[config.mk]
export PLATFORM = sky130hd
export DESIGN_NAME = cursor_paleta_ctrl
export DESIGN_NICKNAME = d
export VERILOG_FILES = /design/src/rtl/cursor_paleta_pkg.sv /design/src/rtl/cursor_col_sweep.sv /design/src/rtl/cursor_paleta_ctrl.sv
export SDC_FILE = /design/constraint.sdc
export NUM_CORES = 1
export LEC_CHECK = 0
export BUFFER_PORTS_ARGS = -buffer_cell sky130_fd_sc_hd__buf_4
export CORE_ASPECT_RATIO = 1.25
export CORE_MARGIN = 5
export CORE_UTILIZATION = 30
export CTS_CLUSTER_SIZE = 10
export DETAILED_ROUTE_END_ITERATION = 7
export PLACE_DENSITY = 0.49
export RECOVER_POWER = 25
export SLEW_MARGIN = 20
export SYNTH_ARGS = -nofsm -noshare
export SYNTH_HDL_FRONTEND = slang
export SYNTH_HIERARCHICAL = 1
export SYNTH_SLANG_ARGS = --single-unit
export TNS_END_PERCENT = 100
[constraint.sdc]
create_clock -name clk -period 1.6 [get_ports clk]
set_input_delay 0.08 -clock clk [delete_from_list [all_inputs] [get_ports clk]]
set_output_delay 0.08 -clock clk [all_outputs]
set_load 0.02 [all_outputs]
[src/rtl/cursor_paleta_pkg.sv]
// Shared encodings and constants for the palette-cursor X sequencer.
package cursor_paleta_pkg;

    typedef enum logic [2:0] {
        S_IDLE,
        S_LOAD_OLD,
        S_E_STEP,
        S_E_WR,
        S_UPDATE,
        S_D_STEP,
        S_D_WR,
        S_DONE
    } state_t;

    localparam int         CELL_W       = 4;
    localparam logic [1:0] C_LAST       = 2'(CELL_W - 1);
    localparam logic [3:0] COLOR_BG     = 4'h0;
    localparam logic [3:0] COLOR_CURSOR = 4'hF;

endpackage

[src/rtl/cursor_col_sweep.sv]
// Column step counter across one 4-column palette cell; shared by erase and draw phases.
module cursor_col_sweep
    import cursor_paleta_pkg::*;
(
    input  logic       clk,
    input  logic       rst,
    input  logic       clr,
    input  logic       adv,
    output logic [1:0] k,
    output logic       last
);

    always_ff @(posedge clk) begin
        if (rst || clr) begin
            k <= '0;
        end else if (adv) begin
            k <= k + 2'd1;
        end
    end

    assign last = (k == C_LAST);

endmodule

[src/rtl/cursor_paleta_ctrl.sv]
// Palette-cursor X sequencer: erase old cell, commit new index, redraw new cell.
// Optional macro CURSOR_WRAP_EN makes moves past either palette edge wrap around.
module cursor_paleta_ctrl
    import cursor_paleta_pkg::*;
#(
    parameter int NUM_COLORS = 16,
    parameter int IDX_W      = 6
) (
    input  logic             clk,
    input  logic             rst,
    input  logic             btn_left,
    input  logic             btn_right,
    input  logic             redraw,
    input  logic             fb_ready,
    output logic             loadx,
    output logic [IDX_W-1:0] in_x,
    output logic             plus,
    output logic             sum,
    output logic [2:0]       C,
    output logic             wr_en,
    output logic             wr_erase,
    output logic             busy,
    output logic             done,
    output logic [IDX_W-1:0] cur_idx
);

    // wr_en rises one cycle after its plus and holds until fb_ready is seen high;
    // a write completes on the rising edge where wr_en and fb_ready are both 1.
    state_t           state;
    logic [IDX_W-1:0] tgt_idx;
    logic [IDX_W-1:0] move_idx;
    logic [1:0]       col_k;
    logic             col_last, col_clr, col_adv;
    logic             at_left, at_right, move_ok, wr_accept;

    cursor_col_sweep u_sweep (
        .clk  (clk),
        .rst  (rst),
        .clr  (col_clr),
        .adv  (col_adv),
        .k    (col_k),
        .last (col_last)
    );

    assign C = {1'b0, col_k};

    always_comb begin
        at_left  = (cur_idx == '0);
        at_right = (cur_idx == IDX_W'(NUM_COLORS - 1));
        if (btn_right) move_idx = at_right ? '0 : cur_idx + 1'b1;
        else           move_idx = at_left ? IDX_W'(NUM_COLORS - 1) : cur_idx - 1'b1;
`ifdef CURSOR_WRAP_EN
        move_ok = btn_left ^ btn_right;
`else
        move_ok = (btn_left ^ btn_right) && (btn_right ? !at_right : !at_left);
`endif
        wr_accept = ((state == S_E_WR) || (state == S_D_WR)) && fb_ready;
        col_clr   = (state == S_IDLE) || ((state == S_E_WR) && fb_ready && col_last);
        col_adv   = wr_accept && !col_last;
    end

    always_ff @(posedge clk) begin
        if (rst) begin
            state    <= S_IDLE;
            loadx    <= 1'b0;
            in_x     <= '0;
            plus     <= 1'b0;
            sum      <= 1'b0;
            wr_en    <= 1'b0;
            wr_erase <= 1'b0;
            busy     <= 1'b0;
            done     <= 1'b0;
            cur_idx  <= '0;
            tgt_idx  <= '0;
        end else begin
            loadx <= 1'b0;
            plus  <= 1'b0;
            done  <= 1'b0;
            case (state)
                S_IDLE: begin
                    if (move_ok) begin
                        state   <= S_LOAD_OLD;
                        loadx   <= 1'b1;
                        in_x    <= cur_idx;
                        sum     <= btn_right;
                        tgt_idx <= move_idx;
                        busy    <= 1'b1;
                    end else if (redraw && !btn_left && !btn_right) begin
                        // Redraw skips erase and paints the current cell ascending.
                        state <= S_UPDATE;
                        loadx <= 1'b1;
                        in_x  <= cur_idx;
                        sum   <= 1'b1;
                        busy  <= 1'b1;
                    end
                end
                S_LOAD_OLD: begin
                    state <= S_E_STEP;
                    plus  <= 1'b1;
                end
                S_E_STEP: begin
                    state    <= S_E_WR;
                    wr_en    <= 1'b1;
                    wr_erase <= 1'b1;
                end
                S_E_WR: begin
                    if (fb_ready) begin
                        wr_en    <= 1'b0;
                        wr_erase <= 1'b0;
                        if (col_last) begin
                            state   <= S_UPDATE;
                            loadx   <= 1'b1;
                            in_x    <= tgt_idx;
                            cur_idx <= tgt_idx;
                        end else begin
                            state <= S_E_STEP;
                            plus  <= 1'b1;
                        end
                    end
                end
                S_UPDATE: begin
                    state <= S_D_STEP;
                    plus  <= 1'b1;
                end
                S_D_STEP: begin
                    state    <= S_D_WR;
                    wr_en    <= 1'b1;
                    wr_erase <= 1'b0;
                end
                S_D_WR: begin
                    if (fb_ready) begin
                        wr_en <= 1'b0;
                        if (col_last) begin
                            state <= S_DONE;
                            done  <= 1'b1;
                        end else begin
                            state <= S_D_STEP;
                            plus  <= 1'b1;
                        end
                    end
                end
                S_DONE: begin
                    state <= S_IDLE;
                    busy  <= 1'b0;
                end
                default: state <= S_IDLE;
            endcase
        end
    end

endmodule

# Yosys cells after proc, flatten, opt, wreduce, memory -nomap -nowiden
# Cells that the tools add are included.
# W data, S select, Z words.
# op_classes
n_addsub,3
n_reduce_logical,34
eq_ne,14
n_bitwise,2
muxes,31
# ops
op,n
$mux W6,7
$pmux W3 S8,1
$mux W3,5
$eq A3 B3 Y1 const B,4
$pmux W6 S2,1
$mux W1,11
$reduce_and A2 Y1,5
$pmux W1 S2,4
$reduce_bool A2 Y1,4
$reduce_or A2 Y1,4
$logic_and A1 B1 Y1,7
$add A6 B1 Y6 const B,1
$eq A3 B2 Y1 const B,2
$eq A6 B4 Y1 const B,1
$logic_not A6 Y1,1
$ne A2 B2 Y1 const B,3
$reduce_and A3 Y1,2
$sub A6 B1 Y6 const B,1
$logic_not A1 Y1,5
$reduce_and A4 Y1,1
$eq A3 B1 Y1 const B,1
$logic_not A3 Y1,1
$logic_or A1 B1 Y1,3
$ne A3 B2 Y1 const B,1
other kinds (8),8
# totals
out_inout_bits,22
register_bits,30
wordCells,96

# Longest topological paths before layout
# logic_depth
ltp_word,6
ltp_mapped,7
mapped_depth_nobuf,7

# By module
# The synthesis kept the hierarchy.
# by_module_without_submodules
mod,cells_each,area_each_um2,seq_area_each_um2,n_inst
cursor_paleta_ctrl,177,1514.0,560.5,1
cursor_col_sweep,7,91.3,40.0,1

# Worst setup path after synthesis
# OpenSTA, ideal clock, no wires.
# synth_timing
path_type,reg2reg
from,register cur_idx[0]
to,register in_x[0]
slack_ns,-0.275
path_stages_with_launch,8
t_required_ns,1.520
period_less_slack_ns,1.875
arrival_ns,1.795
setup_time_ns,0.080
path_cell_list,dfxtp_1 > ha_1 > and4_4 > a221o_1 > o21ai_2 > buf_6 > nor2_1 > a211oi_2
# synth_via
elab_chain_cells,6
# synth_rtl
element,line,text
start: declaration,cursor_paleta_ctrl.sv:24,output logic [IDX_W-1:0] cur_idx
start signal: assignment,cursor_paleta_ctrl.sv:114,cur_idx <= tgt_idx;
$eq A6 B4 Y1 or $logic_not A6 Y1 (tied branches),"cursor_paleta_ctrl.sv:49, cursor_paleta_ctrl.sv:48",
$logic_not A1 Y1,cursor_paleta_ctrl.sv:55,move_ok = (btn_left ^ btn_right) && (btn_right ? !at_right : !at_left);
$mux W1,cursor_paleta_ctrl.sv:55,
$logic_and A1 B1 Y1,cursor_paleta_ctrl.sv:55,
$ne A3 B2 Y1 (no source line) or $mux W6 (tied branches),--,
$reduce_and A4 Y1 (no source line) or $pmux W6 S2 (tied branches),--,
end signal: assignment,cursor_paleta_ctrl.sv:84,in_x <= cur_idx;
end signal: assignment,cursor_paleta_ctrl.sv:92,in_x <= cur_idx;
end signal: assignment,cursor_paleta_ctrl.sv:113,in_x <= tgt_idx;
end: declaration,cursor_paleta_ctrl.sv:16,"output logic [IDX_W-1:0] in_x,"
# Several ways; a longest one is shown, not always the timed one. The select of a mux whose other input is x is not followed.
# A chain may end at the register's enable or synchronous reset.

# Worst setup path in the final report
# layout_timing
from,register cur_idx[1]
to,register sum
# layout_via
elab_chain_cells,6
# layout_rtl
element,line,text
$eq A6 B4 Y1 or $logic_not A6 Y1 (tied branches),"cursor_paleta_ctrl.sv:49, cursor_paleta_ctrl.sv:48",
$logic_not A1 Y1,cursor_paleta_ctrl.sv:55,
$mux W1 (*),cursor_paleta_ctrl.sv:55,
$logic_and A1 B1 Y1 (*),cursor_paleta_ctrl.sv:55,
$reduce_bool A2 Y1 (no source line),--,
$reduce_and A2 Y1 (no source line),--,
end signal: assignment,cursor_paleta_ctrl.sv:85,sum <= btn_right;
end: declaration,cursor_paleta_ctrl.sv:18,"output logic sum,"
# Every way passes the cells marked *; elsewhere a longest branch is shown, timed or not.

==> metrics.cfg <==
[flow_run]
maxCapViolCount=0

[hold_path]
hold_class=in2reg

[detailed_routing]
drtPass1Iterations=4
final_antenna_net_count=0
drt-vias-per-instance=4.99
wl_mm=4.55
drt_iter0_drc=62
wire_per_inst_um=14.4
vias=1572
drcViolationCount=0

[synth]
synth-edff-count=0
ys_seq_area_frac=0.374
yosys_warnings=6
ys_async_sr_fraction=0
synth_nets=193
syn_area_um2=1610
synth_ff_type=dfxtp_1
synth.distinct_cells=48
synth_cells=184
ys_ff_latch=30
synth_area_per_cell_um2=8.72

[cells_and_area]
stdcell_area_um2=2430
nets=261
antenna_cells=0
drive_gt1_frac=0.458
layout_common_cells=buf_4, dfxtp_1, nor2_1
layout_commonest_cell=buf_4
fill_cells=549
area_delta_synth_final_pct=51.2

[pwr]
p_leak_uw=0.00103
p_switching_uw=656
powerDensity_nw_per_um2=864
ir_drop_mv=0.486
p_int_uw=1440
clockPowerShare=0.303
seq_power_share=0.403
p_comb_frac=0.293
p_sw_frac=0.313

[sta]
min_period_ns=1.73
setup_viol=14
rsz0062_at_grt=true
fin_skew_ns=0.00608
max_freq_mhz=577
holdWs_ns=0.0603
slew_violations=0
hold_viol_final=0
finalCritPeriodShare=1.08
fin_ws_ns=-0.132

[floorplanning]
dieArea_um2=6920
design.core.area_um2=5150
die_w_um=75.4
fp-row-count=29
io-pin-count=28
initial_core_util=0.312
die_h_um=91.8

[cts]
cts_max_path_buffers=2
clkLatencyLatePin_ns=0.28
h-tree-depth=2
path_clk_slew_ns=0.07
cts_buffers=5
tritoncts=built
clock-root-buffer=clkbuf_8
cts_sinks=30

[global_route]
grt_pass1_vias=1542
grt_max_degree=33
grt_overflow=0
grt_first_pass_wirelength_mm=7.08
grt.total_usage=0.132
antenna_found_initial=0

[placement]
dp_slack_ns=-0.138
place_hpwl_mm=3.16
io_buffers=26
place.gp.congestion=0.847
place_area_um2=2120

[setup_path]
cp-start-kind=flop
reg2reg_slack_ns=-0.13
crit_path_end_kind=flop
cp.required_ns=1.79
path_class=reg2reg
crit_arrival_ns=1.92
cp_max_fo=4

[status]
status=finished with violations
violations=negative setup slack

==> cell usage after synthesis, types with 3 or more instances <==
master | number | area [um^2]
dfxtp_1 | 30 | 601
nor2_1 | 27 | 101
mux2i_1 | 13 | 130
a21oi_1 | 11 | 55.1
nand2_1 | 10 | 37.5
inv_1 | 7 | 26.3
clkbuf_1 | 6 | 22.5
a211oi_1 | 5 | 37.5
nor3_1 | 5 | 25.0
a211oi_2 | 4 | 50.1
buf_2 | 4 | 20.0
nand3_1 | 4 | 20.0
o21ai_0 | 4 | 20.0
xnor2_1 | 4 | 35.0
a221oi_1 | 3 | 26.3
ha_1 | 3 | 37.5
nand2b_1 | 3 | 18.8
==> per-stage QoR <==
step | total power [uW] | util | setup TNS [ns] | instances
global placement | 1370 | 0.412 | -0.673 | 295
global route | 2210 | 0.471 | -1.65 | 315
finish | 2100 | 0.471 | -0.768 | 315
floorplan | 1180 | - | -0.0750 | 184
detailed placement | 1370 | 0.412 | -0.921 | 295
CTS | 2060 | 0.445 | -0.850 | 308
==> routing by layer <==
| metal | vias up | share of wire | track usage |
|---|---|---|---|
| met5 | - | 0 | 0 |
| met4 | 0 | 0.029 | 0.0569 |
| met3 | 10 | 0.040 | 0.0394 |
| met2 | 27 | 0.51 | 0.227 |
| met1 | 743 | 0.42 | 0.145 |
| li1 | 792 | - | - |
==> worst max-delay path, stage by stage, from the launching register on <==
cell and delay, ns:
dfxtp_4 0.36, ha_4 0.16, and4_4 0.14, a221o_1 0.37, a21oi_2 0.17, buf_4 0.15
nand2_4 0.06, a221oi_2 0.23
==> worst paths after layout <==
check	from	cells after the start	endpoint
worst max-delay path	cur_idx[1]	7	sum
worst min-delay path	fb_ready	2	wr_erase
worst max register to register	cur_idx[1]	7	sum
worst min register to register	busy	2	busy
==> logic make-up after synthesis <==
logic type / synth area share
AND/OR/NAND/NOR: 0.228
AO/OA/AOI/OAI: 0.195
flip-flops: 0.374
buffers and inverters: 0.0616
multiplexers: 0.0881
XOR/XNOR: 0.0273
adder cells (fa/ha/maj): 0.0234
other: 0.00234
==> flip-flops by register name, indices dropped and copies added (netlist names) <==
register,flops
u_sweep/k,2
done,1
cur_idx,6
in_x,6
tgt_idx,6
sum,1
loadx,1
plus,1
state,3
wr_erase,1
wr_en,1
busy,1
==> power groups by stage <==
stage / sequential [uW] / clock [uW] / combinational [uW]
finish: 846 / 636 / 615
detailed placement: 862 / 0 / 504
floorplan: 904 / 0 / 274
global placement: 862 / 0 / 505
CTS: 847 / 662 / 549
global route: 854 / 688 / 667
==> final cells by class <==
type,instances,area [um^2],share of cell area
clock buffer,6,82.6,0.0340
inverter,7,26.3,0.0108
timing repair buffer,73,544,0.224
multi-input combinational,135,1070,0.441
clock inverter,2,11.3,0.00464
tap,62,77.6,0.0320
sequential,30,614,0.253
==> timing repair <==
item | in CTS | in global routing
setup endpoints to repair | 17 | 19
hold buffers | 0 | 0
pin swaps | 10 | 10
resized for setup | 9 | 24
gates cloned | 0 | 1
buffers inserted | 5 | 7
No activity file was read; power rests on OpenSTA's default activity.
